[config.mk]
export PLATFORM = sky130hd
export DESIGN_NAME = bubble_controller
export DESIGN_NICKNAME = d
export VERILOG_FILES = /design/src/rtl/bubble_controller.sv
export SDC_FILE = /design/constraint.sdc
export NUM_CORES = 1
export LEC_CHECK = 0
export BUFFER_PORTS_ARGS = -buffer_cell sky130_fd_sc_hd__buf_2
export CORE_MARGIN = 2
export CORE_UTILIZATION = 51
export CTS_CLUSTER_DIAMETER = 100
export DETAILED_ROUTE_END_ITERATION = 8
export GPL_ROUTABILITY_DRIVEN = 0
export PLACE_DENSITY = 0.87
export SYNTH_ARGS = -nofsm -noshare
export SYNTH_HDL_FRONTEND = slang
export SYNTH_SLANG_ARGS = --single-unit
[constraint.sdc]
create_clock -name clk -period 3.95 [get_ports clk]
set_input_delay 0.395 -clock clk [delete_from_list [all_inputs] [get_ports clk]]
set_output_delay 0.395 -clock clk [all_outputs]
set_load 0.1 [all_outputs]
[src/rtl/bubble_controller.sv]
// Bubble projectile manager: four slots rise once per frame, and a new bubble
// spawns from the sub on fire requests, rate-limited by a cooldown.
module bubble_controller #(
  parameter int RISE_STEP = 2,
  parameter int TOP_LIMIT = 16,
  parameter int SPAWN_DY  = -10,
  parameter int COOLDOWN  = 8
) (
  input  logic               clk,
  input  logic               rst,
  input  logic               frame_tick,
  input  logic               fire_req,
  input  logic signed [11:0] subX,
  input  logic signed [11:0] subY,
  output logic               fire_ack,
  output logic [47:0]        bubX,
  output logic [47:0]        bubY,
  output logic [3:0]         bub_active,
  output logic               busy
);

  localparam int unsigned COORD_W = 12;
  localparam int unsigned SLOTS   = 4;
  localparam int unsigned CD_W    = (COOLDOWN > 1) ? $clog2(COOLDOWN + 1) : 1;

  localparam logic signed [COORD_W-1:0] RISE_Y  = COORD_W'(RISE_STEP);
  localparam logic signed [COORD_W-1:0] TOP_Y   = COORD_W'(TOP_LIMIT);
  localparam logic signed [COORD_W-1:0] SPAWN_Y = COORD_W'(SPAWN_DY);
  localparam logic [CD_W-1:0]           CD_LOAD = CD_W'(COOLDOWN);

  localparam logic [1:0] S_IDLE  = 2'd0;
  localparam logic [1:0] S_MOVE  = 2'd1;
  localparam logic [1:0] S_SPAWN = 2'd2;

  logic [1:0]                    state_q, state_d;
  logic [1:0]                    idx_q, idx_d;
  logic [SLOTS-1:0][COORD_W-1:0] bub_x_q, bub_x_d;
  logic [SLOTS-1:0][COORD_W-1:0] bub_y_q, bub_y_d;
  logic [SLOTS-1:0]              active_q, active_d;
  logic [CD_W-1:0]               cooldown_q, cooldown_d;
  logic                          pending_q, pending_d;
  logic                          fire_ack_q, fire_ack_d;
  logic                          busy_q, busy_d;

  logic signed [COORD_W-1:0]     y_new;
  logic [1:0]                    spawn_idx;
  logic                          slot_free;

  // Lowest-index free slot for a spawn
  always_comb begin
    spawn_idx = 2'd0;
    slot_free = 1'b0;
    for (int i = SLOTS - 1; i >= 0; i--) begin
      if (!active_q[i]) begin
        spawn_idx = 2'(i);
        slot_free = 1'b1;
      end
    end
  end

  // Next-state and datapath updates
  always_comb begin
    state_d    = state_q;
    idx_d      = idx_q;
    bub_x_d    = bub_x_q;
    bub_y_d    = bub_y_q;
    active_d   = active_q;
    cooldown_d = cooldown_q;
    pending_d  = pending_q;
    fire_ack_d = 1'b0;
    y_new      = bub_y_q[idx_q] - RISE_Y;

    // A request arriving in the ack cycle is treated as part of the one just served
    if (fire_req && !fire_ack_q) begin
      pending_d = 1'b1;
    end

    case (state_q)
      S_IDLE: begin
        if (frame_tick) begin
          state_d = S_MOVE;
          idx_d   = 2'd0;
        end
      end
      S_MOVE: begin
        if (active_q[idx_q]) begin
          if (y_new < TOP_Y) begin
            active_d[idx_q] = 1'b0;
          end else begin
            bub_y_d[idx_q] = y_new;
          end
        end
        if (idx_q == 2'd3) begin
          state_d = S_SPAWN;
          idx_d   = 2'd0;
        end else begin
          idx_d = idx_q + 2'd1;
        end
      end
      S_SPAWN: begin
        state_d = S_IDLE;
        if (cooldown_q != '0) begin
          cooldown_d = cooldown_q - CD_W'(1);
        end else if (pending_q && slot_free) begin
          bub_x_d[spawn_idx]  = subX;
          bub_y_d[spawn_idx]  = subY + SPAWN_Y;
          active_d[spawn_idx] = 1'b1;
          fire_ack_d          = 1'b1;
          cooldown_d          = CD_LOAD;
          pending_d           = 1'b0;
        end
      end
      default: begin
        state_d = S_IDLE;
        idx_d   = 2'd0;
      end
    endcase

    busy_d = (state_d != S_IDLE);
  end

  always_ff @(posedge clk) begin
    if (rst) begin
      state_q    <= S_IDLE;
      idx_q      <= 2'd0;
      bub_x_q    <= '0;
      bub_y_q    <= '0;
      active_q   <= '0;
      cooldown_q <= '0;
      pending_q  <= 1'b0;
      fire_ack_q <= 1'b0;
      busy_q     <= 1'b0;
    end else begin
      state_q    <= state_d;
      idx_q      <= idx_d;
      bub_x_q    <= bub_x_d;
      bub_y_q    <= bub_y_d;
      active_q   <= active_d;
      cooldown_q <= cooldown_d;
      pending_q  <= pending_d;
      fire_ack_q <= fire_ack_d;
      busy_q     <= busy_d;
    end
  end

  assign fire_ack   = fire_ack_q;
  assign bubX       = bub_x_q;
  assign bubY       = bub_y_q;
  assign bub_active = active_q;
  assign busy       = busy_q;

endmodule

==> flow_metrics.tcl, run 1 <==
set metrics [dict create \
    outcome "completed" \
    drive_above_1_share_pct 29.3 \
    synth_top_family_by_area "compound AO/OA/AOI/OAI gates" \
    r2r-start "idx_q[0]" \
    worstHoldEndpoint "bubX[10]" \
    hp-start "subX[10]" \
    whs_ps 260 \
    path_clk_slew_ps 120 \
    clock_path_buffers 2 \
    arrival_ps 4030 \
    syn_area_um2 5660 \
    power_density_nw_per_um2 310 \
    path_class "flip-flop to flip-flop" \
    num_rows 38 \
    timing.critical_path.from_type "flip-flop" \
    grt_pass1_wl_um 25800 \
    cts_sinks 111 \
    overflow 0 \
    pin_count 130 \
    synth_fa_ha_area_share_pct 1.33 \
    finalClockSkew_ps 11.8 \
    max-vdd-ir-drop_mv 0.340 \
    grt_start_max_net_pins 63 \
    yosys_warnings 0 \
    synth_seq_cells 111 \
    final_cells 844 \
    placeableCoreArea_um2 10800 \
    synth_area_leader_cell "dfxtp_1" \
    synthTopCellsByCount "dfxtp_1, nor2_1, mux2i_1" \
    async_reset_ff_share_pct 0 \
    setup_viol 0 \
    grt_use_total_pct 27.7 \
    required_ps 4260 \
    syn_inst 595 \
    synth_ff_type "dfxtp_1" \
    finalPower_mw 2.03 \
    place_hpwl_um 11700 \
    drt_first_iter_violations 567 \
    dpl_cell_area_um2 6330 \
    power_leakage_nw 2.75 \
    first_global_vias 5276 \
    endpoint_kind "flip-flop" \
    num-fill-cells 923 \
    rsz0062_at_grt "no" \
    reg2reg_to "bubY[21]" \
    drc 0 \
    ys_top_cells_by_area "dfxtp_1, mux2i_1, a22oi_1" \
    die_y_um 109 \
    hold_violations 0 \
    dp.cells 828 \
    cts_tree "yes" \
    synth_most_common_cell "dfxtp_1" \
    synth_top_area_share_pct 39.3 \
    min_path_cells 3 \
    period_share_pct 94.1 \
    synth-simple-area-share_pct 15.3 \
    yosysSeqAreaShare_pct 39.3 \
    worst_pin_slew_ps 1130 \
    die_w_um 109 \
    cap_violations 0 \
    post_synth_num_cell_types 52 \
    ctsHoldBuffers 0 \
    via_per_inst 6.34 \
    die_area_um2 11900 \
    synth-edff-count 0 \
    drt_first_pass_iters 6 \
    avgSynthCellArea_um2 9.50 \
    final_antenna_net_count 0 \
    min_path_type "input pin to flip-flop" \
    synth-compound-area-share_pct 21.7 \
    antenna_found_initial 0 \
    synth_mux_area_share_pct 14.5 \
    finalSetupTns_ps 0 \
    final_nets 733 \
    stdcell_area_um2 6560 \
    antenna_cells 0 \
    worstSkewPairLatency_ps 410 \
    synth-xor-area-share_pct 2.32 \
    dr_total_vias 5348 \
    synth_nets 629 \
    area_growth_pct 15.9 \
    reg2reg_depth 10 \
    cts_buffers 9 \
    wl_per_cell_um 19.5 \
    slew_headroom_pct 24.6 \
    wirelength_um 16500 \
    htree_levels 3 \
    worst-path-max-fanout 33 \
    portBuffers 129 \
    cts_root_buf "clkbuf_8" \
    reg2reg_setup_slack_ps 230 \
    slew_viol_final 0 \
    initial_core_util_pct 52.2 \
    period_needed_ps 3720 \
    timing.fmax_mhz 269 \
]
==> layer usage <==
| metal | vias up | GRT usage [%] | wire length, µm |
|---|---|---|---|
| li1 | 2423 | - | - |
| met1 | 2506 | 31.9 | 6200 |
| met2 | 363 | 46.2 | 7770 |
| met3 | 56 | 10.3 | 1930 |
| met5 | - | 0 | 0 |
| met4 | 0 | 11.6 | 548 |
==> where the power goes <==
part	leakage, nW	total, mW	switching, mW	internal (mW)
Clock	0.110	0.736	0.427	0.309
Combinational	1.74	0.173	0.121	0.0523
Sequential	0.895	1.13	0.00393	1.12
Total	2.75	2.03	0.552	1.48
==> sequential cells by signal, summed over array words and instances (netlist names) <==
signal and flops:
idx_q 2, bubX 48, bubY 48, cooldown_q 4
state_q 2, fire_ack 1, busy 1, bub_active 4
pending_q 1
==> critical path, cell delays in order, from the launching register on <==
cell      delay [ps]
dfxtp_1          430
buf_4            280
mux4_2           620
or4_4            560
nor4_4           370
mux2i_1          260
buf_4            180
o311a_2          210
buf_6            280
a21oi_1          130
a311oi_1         290
==> cell usage in the layout, fill, tap and decap left out, types with 3 or more instances in the layout <==
cell type / n
a21oi_1: 50
a22oi_1: 37
or2_2: 3
a311oi_2: 10
nand2b_1: 6
nor3_2: 9
and2_1: 5
a21oi_2: 6
o21bai_1: 3
nand2_1: 20
inv_1: 11
buf_2: 128
a311oi_1: 19
nor3_1: 21
clkbuf_8: 9
nor2b_1: 8
o22ai_1: 12
xnor2_1: 5
o21ai_0: 9
inv_8: 3
o21ai_1: 5
xor2_1: 10
mux2i_1: 51
nor2_1: 68
mux4_2: 11
ha_1: 6
or3_1: 14
dfxtp_1: 111
o311a_1: 4
nand3_1: 4
buf_4: 12
==> kinds of logic after synthesis <==
group | Yosys count
AO/OA/AOI/OAI | 168
XOR/XNOR | 15
multiplexers | 65
flip-flops | 111
AND/OR/NAND/NOR | 169
adder cells (fa/ha/maj) | 6
buffers and inverters | 61
==> area by class of cell <==
| class | instances | area (µm²) | share of cell area (%) |
|---|---|---|---|
| multi-input combinational | 423 | 3130 | 47.8 |
| sequential | 111 | 2220 | 33.9 |
| timing repair buffer | 143 | 773 | 11.8 |
| tap | 140 | 175 | 2.67 |
| clock buffer | 9 | 124 | 1.89 |
| clock inverter | 7 | 86.3 | 1.32 |
| inverter | 11 | 41.3 | 0.630 |
==> per-stage QoR <==
step,utilization [%],setup slack (ps)
2_1_floorplan,-,191
6_report,60.5,232
5_1_grt,60.5,58.8
3_5_place_dp,58.4,135
3_3_place_gp,58.4,350
4_1_cts,60.4,105
==> timing repair <==
item	CTS	global route
setup endpoints to repair	0	28
resized for setup	0	3
buffers inserted	0	0
==> how the worst max path moves through the flow <==
stage | from | slack (ps) | to | depth (start not counted)
after floorplan | bubY[13] | 190 | bubY[5] | 12
after global placement | idx_q[1] | 350 | bubY[5] | 11
after detailed placement | idx_q[1] | 130 | bubY[3] | 11
after CTS | idx_q[1] | 100 | bubY[3] | 11
after global routing | idx_q[0] | 60 | bubY[29] | 10
final | idx_q[0] | 230 | bubY[21] | 10
No activity file was read; power rests on OpenSTA's default activity.
==> run 2: changes to the inputs <==
--- a/config.mk
+++ b/config.mk
@@ -5,6 +5,7 @@
 export SDC_FILE = /design/constraint.sdc
 export NUM_CORES = 1
 export LEC_CHECK = 0
+export ABC_AREA = 1
 export BUFFER_PORTS_ARGS = -buffer_cell sky130_fd_sc_hd__buf_2
 export CORE_MARGIN = 2
 export CORE_UTILIZATION = 51
==> run 2 against run 1 <==
- largest cell class unchanged
- count of clock-buffer cells in the layout did not move
- largest power group unchanged
- sequential power about the same
- critical endpoint is now bubY[11]
- die area down 0.21%
- utilization decreased by 0.89 points
- via count increased by 16%
==> flow_metrics.tcl, run 2 <==
set metrics [dict create \
    outcome "completed" \
    post_synth_num_cell_types 32 \
    grt_use_total_pct 28.6 \
    synth-compound-area-share_pct 17.5 \
    place_hpwl_um 11900 \
    cts_setup_buffers 0 \
    path_clk_slew_ps 120 \
    via_per_inst 5.91 \
    synth_area_leader_cell "dfxtp_1" \
    synth_nets 843 \
    min_path_type "input pin to flip-flop" \
    portBuffers 129 \
    synth_fa_ha_area_share_pct 1.33 \
    avgSynthCellArea_um2 6.98 \
    htree_levels 3 \
    final_antenna_net_count 0 \
    yosys_warnings 0 \
    dr_total_vias 6177 \
    synth_top_family_by_area "simple AND/OR/NAND/NOR gates" \
    overflow 0 \
    synth_ff_type "dfxtp_1" \
    final_cells 1046 \
    rsz0062_at_grt "no" \
    cap_violations 0 \
    area_growth_pct 14.5 \
    synth-xor-area-share_pct 1.69 \
    slew_viol_final 0 \
    cts_resized 0 \
    pin_count 130 \
    cts_buffers 9 \
    r2r-start "idx_q[1]" \
    reg2reg_depth 13 \
    final_common_cell "nand2_1" \
    min_path_cells 3 \
    syn_inst 809 \
    drive_above_1_share_pct 19.8 \
    grt_start_max_net_pins 110 \
    endpoint_kind "flip-flop" \
    antenna_found_initial 0 \
    max-vdd-ir-drop_mv 0.277 \
    clock_path_buffers 2 \
    period_needed_ps 3460 \
    synth-simple-area-share_pct 31.0 \
    final_nets 935 \
    hold_violations 0 \
    ctsHoldBuffers 0 \
    cts_root_buf "clkbuf_8" \
    required_ps 4180 \
    wl_per_cell_um 16.3 \
    power_leakage_nw 2.76 \
    timing.fmax_mhz 289 \
    drt_first_pass_iters 6 \
    first_global_vias 5639 \
    worstHoldEndpoint "bubX[25]" \
    stdcell_area_um2 6460 \
    synthTopCellsByCount "nand2_1, a21oi_1, dfxtp_1" \
    setup_viol 0 \
    drc 0 \
    async_reset_ff_share_pct 0 \
    worst-path-max-fanout 51 \
    die_w_um 109 \
    worst_pin_slew_ps 1110 \
    dp.cells 1030 \
    cts_tree "yes" \
    synth-edff-count 0 \
    power_density_nw_per_um2 399 \
    synth_top_area_share_pct 39.4 \
    path_class "flip-flop to flip-flop" \
    final_util_pct 59.6 \
    whs_ps 312 \
    grt_pass1_wl_um 27200 \
    synth_seq_cells 111 \
    timing.critical_path.from_type "flip-flop" \
    cts_sinks 111 \
    yosysSeqAreaShare_pct 39.4 \
    period_share_pct 87.7 \
    die_y_um 109 \
    arrival_ps 3690 \
    syn_area_um2 5640 \
    wirelength_um 17000 \
    synth_mux_area_share_pct 0 \
    worstSkewPairLatency_ps 390 \
    antenna_cells 0 \
    hp-start "subX[1]" \
    dpl_cell_area_um2 6250 \
    finalSetupTns_ps 0 \
    synth_most_common_cell "nand2_1" \
    die_area_um2 11900 \
    reg2reg_to "bubY[11]" \
    mostFrequentLayoutCells "nand2_1, buf_2, a21oi_1" \
    slew_headroom_pct 25.8 \
    drt_first_iter_violations 562 \
    ys_top_cells_by_area "dfxtp_1, nand2_1, a21oi_1" \
    initial_core_util_pct 52.1 \
    reg2reg_setup_slack_ps 490 \
    finalClockSkew_ps 12.6 \
    num_rows 38 \
    placeableCoreArea_um2 10800 \
]
==> run 2: changes by cell type after synthesis, sizes merged, moves of 14 or more <==
cell,before,now
a311oi,29,0
nand3,4,87
o22ai,12,41
nand4,1,49
a21oi,56,112
inv,11,51
nor3,30,6
nor2,68,33
a22oi,37,0
or3,14,0
mux2i,51,0
nand2,20,209
==> run 2: where the power goes <==
part           total (mW)  switching, mW  internal [mW]
Combinational       0.688          0.518          0.170
Clock               0.735          0.429          0.306
Sequential           1.16         0.0184           1.14
Total                2.58          0.965           1.61
==> run 2: cell type report <==
cell class / count / area [µm²]
fill: 1050 / 4380
multi-input combinational: 586 / 2920
sequential: 111 / 2220
timing repair buffer: 141 / 738
inverter: 52 / 195
tap: 140 / 175
clock buffer: 9 / 124
clock inverter: 7 / 86.3
==> run 2: how the worst max path moves through the flow <==
stage             start       end  slack (ps)  cells past startpoint
3_5_place_dp   idx_q[1]  bubY[11]         610                     13
3_3_place_gp   idx_q[1]   bubY[3]         750                     13
4_1_cts        idx_q[1]  bubY[11]         550                     13
6_report       idx_q[1]  bubY[11]         490                     13
2_1_floorplan  bubY[14]  bubY[10]        1240                     14
5_1_grt        idx_q[1]  bubY[11]         220                     13
==> run 2: kinds of logic (layout without fill, tap and decap cells) <==
group / count (synthesis) / after routing
AND/OR/NAND/NOR: 387 / 387
AO/OA/AOI/OAI: 183 / 183
buffers and inverters: 112 / 209
flip-flops: 111 / 111
XOR/XNOR: 10 / 10
adder cells (fa/ha/maj): 6 / 6
==> run 2: stage by stage <==
stage / total power [mW] / setup slack (ps)
2_1_floorplan: 1.74 / 1240
3_3_place_gp: 1.84 / 746
3_5_place_dp: 1.85 / 612
4_1_cts: 2.56 / 552
5_1_grt: 2.67 / 215
6_report: 2.58 / 487
==> run 2: per-layer routing <==
metal	wire [µm]	vias up	global-route usage, %
li1	-	2944	-
met1	6710	2787	35.6
met2	7990	401	48.2
met3	1960	45	7.29
met4	385	0	9.40
met5	0	-	0
==> run 2: worst max-delay path, cell delays in order, from the launching register on <==
cell and delay, ps:
dfxtp_1 740, inv_2 270, nand3_1 170, nand2_2 80
ha_1 230, nand3_1 140, inv_2 70, nand3_1 140
xor2_2 250, nand2_1 130, nand2_4 410, nand3_2 400
nand2_1 190, a21oi_1 80
